[src/rtl/instr_stream_loader.sv]
// Byte-stream loader: packs bytes MSB-first into 32-bit words, strobes each word
// into instruction memory, and holds the CPU in reset until the program is loaded.
module instr_stream_loader #(
  parameter int unsigned MAX_WORDS  = 32,
  parameter int unsigned CNT_W      = 6,
  parameter int unsigned RESET_HOLD = 4
) (
  input  logic             clk,
  input  logic             Reset,
  input  logic             start,
  input  logic [7:0]       byte_in,
  input  logic             byte_valid,
  output logic             byte_ready,
  input  logic             byte_last,
  output logic [31:0]      Instruction,
  output logic             LoadInstructions,
  output logic             cpu_reset,
  output logic [CNT_W-1:0] word_count,
  output logic             busy,
  output logic             done,
  output logic             overflow
);

  localparam int unsigned HW = (RESET_HOLD > 1) ? $clog2(RESET_HOLD) : 1;

  typedef enum logic [2:0] {
    S_IDLE,
    S_RECV,
    S_WRITE,
    S_HOLD,
    S_RUN
  } state_t;

  state_t           state_q;
  logic [1:0]       idx_q;
  logic [23:0]      sh_q;
  logic             last_q;
  logic [HW-1:0]    hold_q;
  logic             byte_ready_q;
  logic [31:0]      instr_q;
  logic             load_q;
  logic             cpu_reset_q;
  logic [CNT_W-1:0] word_count_q;
  logic             busy_q;
  logic             done_q;
  logic             overflow_q;

  logic             accept_d;
  logic [4:0]       shamt_d;
  logic [31:0]      packed_d;

  // Earlier bytes of the word live in sh_q; left-justify by the unfilled byte count.
  always_comb begin
    accept_d = '0;
    shamt_d  = '0;
    packed_d = '0;
    accept_d = (state_q == S_RECV) && byte_valid && byte_ready_q;
    shamt_d  = {~idx_q, 3'b000};
    packed_d = {sh_q, byte_in} << shamt_d;
  end

  always_ff @(posedge clk or posedge Reset) begin
    if (Reset) begin
      state_q      <= S_IDLE;
      idx_q        <= '0;
      sh_q         <= '0;
      last_q       <= 1'b0;
      hold_q       <= '0;
      byte_ready_q <= 1'b0;
      instr_q      <= '0;
      load_q       <= 1'b0;
      cpu_reset_q  <= 1'b1;
      word_count_q <= '0;
      busy_q       <= 1'b0;
      done_q       <= 1'b0;
      overflow_q   <= 1'b0;
    end else begin
      case (state_q)
        S_IDLE, S_RUN: begin
          if (start) begin
            state_q      <= S_RECV;
            byte_ready_q <= 1'b1;
            busy_q       <= 1'b1;
            done_q       <= 1'b0;
            cpu_reset_q  <= 1'b1;
            word_count_q <= '0;
            overflow_q   <= 1'b0;
            idx_q        <= '0;
            last_q       <= 1'b0;
          end
        end
        S_RECV: begin
          if (accept_d) begin
            sh_q  <= {sh_q[15:0], byte_in};
            idx_q <= idx_q + 2'd1;
            if (idx_q == 2'd3 || byte_last) begin
              state_q      <= S_WRITE;
              byte_ready_q <= 1'b0;
              load_q       <= 1'b1;
              instr_q      <= packed_d;
              word_count_q <= word_count_q + CNT_W'(1);
              last_q       <= byte_last;
            end
          end
        end
        S_WRITE: begin
          load_q <= 1'b0;
          idx_q  <= '0;
          if (last_q || word_count_q == CNT_W'(MAX_WORDS)) begin
            state_q <= S_HOLD;
            hold_q  <= HW'(RESET_HOLD - 1);
            if (!last_q) overflow_q <= 1'b1;
          end else begin
            state_q      <= S_RECV;
            byte_ready_q <= 1'b1;
          end
        end
        S_HOLD: begin
          if (hold_q == '0) begin
            state_q     <= S_RUN;
            cpu_reset_q <= 1'b0;
            done_q      <= 1'b1;
            busy_q      <= 1'b0;
          end else begin
            hold_q <= hold_q - HW'(1);
          end
        end
        default: state_q <= S_IDLE;
      endcase
    end
  end

  assign byte_ready       = byte_ready_q;
  assign Instruction      = instr_q;
  assign LoadInstructions = load_q;
  assign cpu_reset        = cpu_reset_q;
  assign word_count       = word_count_q;
  assign busy             = busy_q;
  assign done             = done_q;
  assign overflow         = overflow_q;

endmodule

[config.mk]
export PLATFORM = sky130hd
export DESIGN_NAME = instr_stream_loader
export DESIGN_NICKNAME = d
export VERILOG_FILES = /design/src/rtl/instr_stream_loader.sv
export SDC_FILE = /design/constraint.sdc
export NUM_CORES = 1
export LEC_CHECK = 0
export BUFFER_PORTS_ARGS = -buffer_cell sky130_fd_sc_hd__buf_2
export CORE_MARGIN = 2
export CORE_UTILIZATION = 36
export DETAILED_ROUTE_END_ITERATION = 16
export GPL_TIMING_DRIVEN = 0
export HOLD_SLACK_MARGIN = 0.03
export SKIP_CTS_REPAIR_TIMING = 1
export SLEW_MARGIN = 20
export SYNTH_ARGS = -nofsm -noshare
export SYNTH_HDL_FRONTEND = slang
export SYNTH_SLANG_ARGS = --single-unit
[constraint.sdc]
create_clock -name clk -period 5.5 [get_ports clk]
set_input_delay 0.55 -clock clk [delete_from_list [all_inputs] [get_ports clk]]
set_output_delay 0.55 -clock clk [all_outputs]
set_load 0.005 [all_outputs]
==> results of run 1 <==
## through the flow
stage	total power, uW	instance area, um2	util	hold WS, ns
floorplan	1490	3580	-	0.446
global placement	1770	4020	0.413	0.445
detailed placement	1800	4050	0.417	0.452
CTS	2300	4280	0.440	0.144
global route	2470	4280	0.440	0.163
finish	2290	4280	0.440	0.137
## cells in the final DEF (no fill, tap or decap), types with 2 or more instances in the layout
| cell type | count |
|---|---|
| nand2_1 | 119 |
| dfrtp_1 | 75 |
| buf_2 | 64 |
| nor2_1 | 32 |
| mux2_2 | 25 |
| nand3_1 | 22 |
| a21oi_1 | 17 |
| o21ai_0 | 13 |
| clkbuf_1 | 11 |
| mux2i_1 | 9 |
| clkbuf_8 | 9 |
| a221oi_1 | 8 |
| inv_1 | 8 |
| ha_1 | 4 |
| and2_1 | 3 |
| nor2b_1 | 3 |
| nand4_1 | 3 |
| bufinv_16 | 3 |
| buf_4 | 2 |
| nand2b_1 | 2 |
| a31oi_1 | 2 |
## worst max-delay path, cell delays in order, from the launching register on
cell and delay [ns]:
dfrtp_1 0.39, ha_1 0.19, o211a_1 0.31, nand2_1 0.36
clkbuf_1 0.39, nand2_1 0.10, nand2_1 0.06
## cells by family after synthesis
| group | count (synthesis) |
|---|---|
| simple gates | 191 |
| xor+xnor | 1 |
| mux | 34 |
| compound gates | 46 |
| fa+ha+maj | 4 |
| flops | 76 |
| buf+inv | 32 |
## registers in the layout, indices dropped and copies added (netlist names)
register / cells
LoadInstructions: 1
state_q: 3
overflow: 1
last_q: 1
Instruction: 32
sh_q: 24
idx_q: 2
hold_q: 2
byte_ready: 1
done: 1
word_count: 6
busy: 1
cpu_reset: 1
## path summary, 6_finish.rpt
kind | startpoint | endpoint | cells past startpoint | slack (ns)
setup / recovery | idx_q[1] | Instruction[8] | 6 | 3.62
hold / removal | Reset | state_q[2] | 2 | 0.14
setup reg to reg | idx_q[1] | Instruction[8] | 6 | 3.62
hold reg to reg | Instruction[2] | Instruction[2] | 2 | 0.46
max in group asynchronous | Reset | sh_q[0] | 3 | 4.78
min in group clk | byte_last | last_q | 3 | 0.42
## per-layer routing
layer | GRT usage | vias to the layer above
met5 | 0 | -
met4 | 0.0637 | 0
met3 | 0.0378 | 11
met2 | 0.255 | 64
met1 | 0.243 | 1341
li1 | - | 1423
## power by group
group | internal, uW | switching, uW
Combinational | 380 | 474
Sequential | 773 | 156
Clock | 296 | 206
## layout make-up
class	count	area (um2)	share of cell area
inverters	9	36.3	0.00848
clock inverters	5	103	0.0240
plain buffers	23	113	0.0263
clock buffers	9	124	0.0289
well taps	133	166	0.0389
multi-input cells	276	1530	0.357
repair buffers	57	308	0.0719
flip-flops and latches	76	1900	0.445
==> summary.txt, run 1 <==
# diodes = 0
max-slew violation count = 0
post-synthesis cell type count = 36
grt total ovfl = 0
Final period util = 0.343
Highest Clock Rate = 531 MHz
adder-cell share of the synthesized area = 0.0140
Yosys warning total = 0
initial antenna violation count = 0
via count = 2,839
Std-Cell Rows = 36
DRT iter0 DRCs = 179
commonest cells in the netlist = 119 x nand2_1, 75 x dfrtp_1, 32 x nor2_1
post-synth top area share = 0.525
Syn Area/Cell = 9.31 um2
antenna violation net count after detailed routing = 0
final cell count without fillers = 588
synthesized cell area = 0.00358 mm2
root buf cell = clkbuf_8
Synth area leaders = dfrtp_1 52%, nand2_1 12%, mux2_2 7.9%
Inst Count DP = 574
Total Neg Setup Slack = 0 ns
Max Used Layer = met4
Worst-path clk slew = 0.08 ns
drt first pass iters = 4
Post-Synth Simple-Gate Area = 0.227
Worst setup SP type = register
synthesis-to-finish area growth = 19.7%
fill cell count = 975
# IOs = 57
Mapped Nets = 401
final hold violations = 0
clock sinks = 76
first-pass GRT wire length = 14.8 mm
RSZ-0062 raised after global routing = no
largest family of logic cells by synthesized area = simple AND/OR/NAND/NOR gates
leak pwr = 0.00221 uW
port bufs = 56
hpwl dp = 6.08 mm
final WL = 8.62 mm
fin nets = 469
VDD IR-drop max = 129 uV
layout cells sized above 1 = 0.244
Longest Clk Path Bufs = 2
Post-Syn Instances = 384
area leader, netlist = dfrtp_1
worst skew pair latency = 0.36 ns
mux share of post-synthesis cell area = 0.104
setup ws final = 3.62 ns
crit path time final = 1.88 ns
top_reg_cell synth = dfrtp_1
WP data arrival = 2.17 ns
dpl ws = 3.52 ns
core region area = 0.00973 mm2
crit-path max FO = 10
Die Area = 0.0107 mm2
WL met3 = 424 um
htree depth = 3
Num CTS Buffers = 9
Max transition margin = 0.651
vias in the first global route = 2,877
asr flop ratio synth = 1.00
Initial Util = 0.368
endpoint class of the critical path = register
# DRC = 0
crit path kind = register to register
Worst-Margin Slew = 0.523 ns
clk_skew = 0.0153 ns
status = finished clean
most frequent cell after synthesis = nand2_1
die height = 104 um
Total GRT Usage = 0.171
DRT met1 WL = 4.33 mm
Final Setup Violations = 0
Routed met2 length = 3.71 mm
critical path required time = 5.79 ns
Synth Register Bits = 76
routed wire length per instance = 14.7 um
Synth Area in XOR/XNOR = 0.00245
RD Place Congestion = 0.796
Pwr per Cell Area = 534 mW/mm2
Max-cap violations = 0
TritonCTS clock tree = yes
Synth Area in Compound Gates = 0.0798
type of the most critical hold path = primary input to async pin
number of synthesized flops with an enable pin = 0
Die Wd = 104 um
drt via density = 4.83
pin count of the biggest net entering global routing = 57
Seq/Total Area, Yosys = 0.532
Note: power is estimated with default switching activity, not from simulation.
==> inputs of run 2 (changes only) <==
==> constraint.sdc (replaced) <==
create_clock -name clk -period 1.7 [get_ports clk]
set_input_delay 0.17 -clock clk [delete_from_list [all_inputs] [get_ports clk]]
set_output_delay 0.17 -clock clk [all_outputs]
set_load 0.005 [all_outputs]
==> run 2 against run 1 <==
Sequential cell count unchanged; sequential power increased to 3.2 times the previous value; combinational power increased to 3.5 times the previous value; maximum frequency increased by 14%; non-clock buffer count increased by 6; first-iteration DRC count decreased by 26%; routed wire length increased by 1.5%; utilization increased by 1.4 points; global-route usage decreased by 0.067 points; critical path depth unchanged; die area unchanged.
==> summary.txt, run 2 (synthesis gave the netlist of run 1 again) <==
max-slew violation count = 0 (unchanged)
grt total ovfl = 0 (unchanged)
max reg flops = 32 (unchanged)
crit-path max FO = 10 (unchanged)
TritonCTS clock tree = yes
core region area = 0.00973 mm2 (unchanged)
reg2reg setup slack = 0.04 ns (-3.57 ns)
critical path required time = 1.93 ns (-3.86 ns)
final cell count without fillers = 596 (+1.4%)
final design utilization = 0.454 (+0.0144)
Reg2Reg Capture Point = Instruction[24]
Max transition margin = 0.633 (-0.0179)
# IOs = 57 (unchanged)
pin count of the biggest net entering global routing = 30 (-47%)
Final Setup Violations = 0 (unchanged)
Design Power = 7530 uW (+230%)
worst hold slack = 0.0804 ns (-0.0564 ns)
commonest non-fill, non-tap cells in the layout = 118 x nand2_1, 74 x dfrtp_1, 59 x buf_2
Worst setup SP type = register
Hold EP = sh_q[5]
worst skew pair latency = 0.34 ns (-0.02 ns)
port bufs = 56 (unchanged)
routed wire length per instance = 14.7 um (+0.17%)
crit path time final = 1.66 ns (-0.226 ns)
type of the most critical hold path = primary input to register
first-pass GRT wire length = 14.8 mm (unchanged)
Pwr per Cell Area = 1710 mW/mm2 (+220%)
final hold violations = 0 (unchanged)
Int Pwr = 4750 uW (+230%)
setup ws final = 0.0417 ns (-3.57 ns)
status = finished clean
Inst Count DP = 575 (+0.17%)
Comb power frac = 0.394 (+0.020)
drt first pass iters = 4 (unchanged)
Clk pwr share = 0.206 (-0.014)
leak pwr = 0.00227 uW (+2.7%)
Worst-Margin Slew = 0.549 ns (+0.0257 ns)
commonest non-fill, non-tap cell in the layout = nand2_1
vias in the first global route = 2,873 (-0.14%)
VDD IR-drop max = 594 uV (+360%)
RSZ-0062 raised after global routing = yes
dpl ws = -0.164 ns (-3.68 ns)
DRT iter0 DRCs = 132 (-26%)
clk_skew = 0.0121 ns (-0.00314 ns)
Highest Clock Rate = 603 MHz (+14%)
Hold Path Cell Cnt = 3
Worst-path clk slew = 0.09 ns (about the same)
antenna violation net count after detailed routing = 0 (unchanged)
Die Area = 0.0107 mm2 (unchanged)
clock sinks = 76 (unchanged)
Longest Clk Path Bufs = 2 (unchanged)
root buf cell = clkbuf_8
power share of the sequential group = 0.400 (-0.007)
Initial Util = 0.368 (unchanged)
Max-cap violations = 0 (unchanged)
Num CTS Buffers = 9 (unchanged)
crit path kind = register to register
drt via density = 4.85 (+0.53%)
FF-to-FF Start = idx_q[1]
initial antenna violation count = 0 (unchanged)
layout cells sized above 1 = 0.287 (+0.0433)
final WL = 8.75 mm (+1.5%)
Crit. Startpoint = idx_q[1]
Std-Cell Rows = 36 (unchanged)
hold_sp = byte_in[5]
switching power = 2790 uW (+230%)
synthesis-to-finish area growth = 23.6%
WP data arrival = 1.89 ns (-0.28 ns)
switch share = 0.370 (+0.00381)
htree depth = 3 (unchanged)
endpoint class of the critical path = register
via count = 2,893 (+1.9%)
RD Place Congestion = 0.790 (-0.84%)
fin nets = 475 (+1.3%)
die height = 104 um (unchanged)
hpwl dp = 6.29 mm (+3.4%)
Total GRT Usage = 0.170 (-0.000667)
# diodes = 0 (unchanged)
Reg2Reg Depth = 6 (unchanged)
Die Wd = 104 um (unchanged)
Final period util = 0.975 (+0.633)
# DRC = 0 (unchanged)
-- run 2: cell types whose count changed in the layout (fill, tap and decap cells not counted), moves of 4 or more --
cell,change
buf_12,+4
buf_2,-5
buf_4,+4
clkbuf_1,-8
clkbuf_2,+9
-- run 2: layer usage --
layer  up-vias  global-route usage  routed length (um)
met1      1381               0.243                4360
met5         -                   0                   0
met4         0              0.0502                 106
li1       1437                   -                   -
met2        66               0.263                3890
met3         9              0.0346                 391
-- run 2: power by group through the flow --
stage / Combinational (uW) / Sequential, uW / Clock, uW
3_3_place_gp: 2740 / 3000 / 0
3_5_place_dp: 2800 / 3030 / 0
6_report: 2970 / 3010 / 1550
4_1_cts: 2820 / 3000 / 1580
2_1_floorplan: 1860 / 2960 / 0
5_1_grt: 3350 / 3110 / 1670
-- run 2: critical path, stage by stage, from the launching register on --
cell,delay [ns]
dfrtp_1,0.40
ha_2,0.19
o211a_4,0.26
and2_1,0.17
buf_6,0.13
buf_12,0.14
mux2_2,0.26
-- run 2: worst max-delay path by stage --
| stage | to | slack (ns) | depth (start not counted) |
|---|---|---|---|
| 3_5_place_dp | Instruction[8] | -0.16 | 6 |
| 3_3_place_gp | Instruction[8] | -0.15 | 6 |
| 4_1_cts | Instruction[8] | -0.19 | 6 |
| 2_1_floorplan | Instruction[24] | 0.08 | 6 |
| 6_report | Instruction[24] | 0.04 | 6 |
| 5_1_grt | word_count[4] | -0.009 | 7 |
-- run 2: layout make-up --
class	instances	area [um2]
repair buffers	63	373
fillers	1004	5310
clock inverters	5	85.1
clock buffers	11	141
well taps	133	166
plain buffers	23	156
multi-input cells	276	1560
flip-flops and latches	76	1900
inverters	9	37.5
-- run 2: through the flow --
| step | TNS, ns | area [um2] |
|---|---|---|
| after CTS | -4.12 | 4290 |
| after floorplan | 0 | 3580 |
| after detailed placement | -3.16 | 4070 |
| final | 0 | 4420 |
| after global routing | -0.00926 | 4420 |
| after global placement | -3.08 | 4030 |
==> inputs of run 3 (changes only) <==
--- a/config.mk
+++ b/config.mk
@@ -11,6 +11,7 @@
 export DETAILED_ROUTE_END_ITERATION = 16
 export GPL_TIMING_DRIVEN = 0
 export HOLD_SLACK_MARGIN = 0.03
+export MAX_ROUTING_LAYER = met4
 export SKIP_CTS_REPAIR_TIMING = 1
 export SLEW_MARGIN = 20
 export SYNTH_ARGS = -nofsm -noshare
==> run 3 against run 2 <==
Maximum frequency about the same; register-to-register slack is essentially flat; critical path depth unchanged; clock power barely moved; largest power group unchanged; first-iteration DRC count up 3.0%; total power barely moved; worst hold slack worse by 0.0028 ns; non-clock buffer count stayed put; sequential share of layout area unchanged; count of clock-buffer cells in the layout unchanged; critical path type unchanged; worst setup slack about the same; utilization stayed put.
==> summary.txt, run 3 (synthesis gave the netlist of run 1 again) <==
status = finished clean
crit-path max FO = 10 (unchanged)
commonest non-fill, non-tap cells in the layout = 118 x nand2_1, 74 x dfrtp_1, 59 x buf_2
max-slew violation count = 0 (unchanged)
# IOs = 57 (unchanged)
Std-Cell Rows = 36 (unchanged)
Highest Clock Rate = 603 MHz (about the same)
Max transition margin = 0.631 (-0.00229)
Max-cap violations = 0 (unchanged)
critical path required time = 1.93 ns (about the same)
grt total ovfl = 0 (unchanged)
Final period util = 0.975 (about the same)
delay-heaviest family, CP = flip-flops
htree depth = 3 (unchanged)
WP data arrival = 1.89 ns (about the same)
TritonCTS clock tree = yes
Final Setup Violations = 0 (unchanged)
worst skew pair latency = 0.35 ns (about the same)
crit-path cells = ha_2 -> o211a_4 -> and2_1 -> buf_6 -> buf_12 -> mux2_2
endpoint class of the critical path = register
CP Buf/Inv Count = 2 (unchanged)
type of the most critical hold path = primary input to register
Die Wd = 104 um (unchanged)
drt via density = 4.89 (+0.69%)
core region area = 0.00973 mm2 (unchanged)
fill cell count = 1,004 (unchanged)
VDD IR-drop max = 598 uV (+0.75%)
commonest non-fill, non-tap cell in the layout = nand2_1
# diodes = 0 (unchanged)
Initial Util = 0.368 (unchanged)
initial antenna violation count = 0 (unchanged)
antenna violation net count after detailed routing = 0 (unchanged)
drt first pass iters = 4 (unchanged)
Worst setup SP type = register
crit path kind = register to register
first-pass GRT wire length = 14.8 mm (about the same)
Inst Count DP = 575 (unchanged)
Worst-path clk slew = 0.08 ns (about the same)
final hold violations = 0 (unchanged)
fin nets = 475 (unchanged)
final cell count without fillers = 596 (unchanged)
Die Area = 0.0107 mm2 (unchanged)
die height = 104 um (unchanged)
Worst-Margin Slew = 0.553 ns (+0.00342 ns)
Longest Clk Path Bufs = 2 (unchanged)
final WL = 8.76 mm (+0.19%)
worst hold slack = 0.0776 ns (-0.00280 ns)
vias in the first global route = 2,873 (unchanged)
port bufs = 56 (unchanged)
crit path time final = 1.66 ns (-0.000234 ns)
Pwr per Cell Area = 1710 mW/mm2 (about the same)
Worst path slowest cell = dfrtp_1
leak pwr = 0.00227 uW (unchanged)
clk_skew = 0.0112 ns (-0.000962 ns)
via count = 2,913 (+0.69%)
clock sinks = 76 (unchanged)
Total Neg Setup Slack = 0 ns (unchanged)
# DRC = 0 (unchanged)
final design utilization = 0.454 (unchanged)
max reg flops = 32 (unchanged)
DRT iter0 DRCs = 136 (+3.0%)
RSZ-0062 raised after global routing = yes
CP peak stage delay = 0.40 ns (about the same)
layout cells sized above 1 = 0.287 (unchanged)
RD Place Congestion = 0.801 (+1.4%)
pin count of the biggest net entering global routing = 30 (unchanged)
hpwl dp = 6.29 mm (unchanged)
root buf cell = clkbuf_8
Num CTS Buffers = 9 (unchanged)
Total GRT Usage = 0.175 (+0.00468)
routed wire length per instance = 14.7 um (+0.19%)
synthesis-to-finish area growth = 23.6% (unchanged)
[run 3: cell counts in the layout (fill, tap and decap cells not counted)]
No cell type changed its count.
[run 3: layout make-up]
type,count,area [um2],share of cell area
Sequential cell,76,1900,0.431
Multi-Input combinational cell,276,1560,0.352
Timing Repair Buffer,63,373,0.0844
Tap cell,133,166,0.0377
Buffer,23,156,0.0354
Clock buffer,11,141,0.0320
Clock inverter,5,85.1,0.0193
Inverter,9,37.5,0.00849
[run 3: worst register-to-register path: cells and delay by family (launching register included)]
family          cells  cell delay (ns)
compound gates      1             0.26
fa+ha+maj           1             0.19
buf+inv             2             0.27
flops               1             0.40
mux                 1             0.26
simple gates        1             0.17
[run 3: per-stage QoR]
step	power, uW	area [um2]	setup WS, ns
after floorplan	4820	3580	0.0759
after global placement	5740	4030	-0.154
after detailed placement	5840	4070	-0.164
after CTS	7400	4290	-0.185
after global routing	8130	4420	-0.00926
final	7540	4420	0.0419
[run 3: layer usage]
metal	wire [um]	share of wire	GRT usage
met3	302	0.034	0.0277
met5	0	0	-
met2	3920	0.45	0.263
met4	102	0.012	0.0560
met1	4440	0.51	0.243
[run 3: power breakdown]
group          leakage, uW  switching, uW  internal [uW]
sequential        0.000973            511           2500
combinational      0.00118           1600           1370
clock             0.000110            684            873
total              0.00227           2790           4750
[run 3: final timing paths]
path	startpoint	endpoint	slack, ns	cells after the start
max	idx_q[1]	Instruction[24]	0.04	6
min	byte_in[5]	sh_q[5]	0.08	3
max reg2reg	idx_q[1]	Instruction[24]	0.04	6
min reg2reg	Instruction[10]	Instruction[10]	0.47	2
max in group asynchronous	Reset	cpu_reset	0.50	5
min in group asynchronous	Reset	Instruction[5]	0.41	3
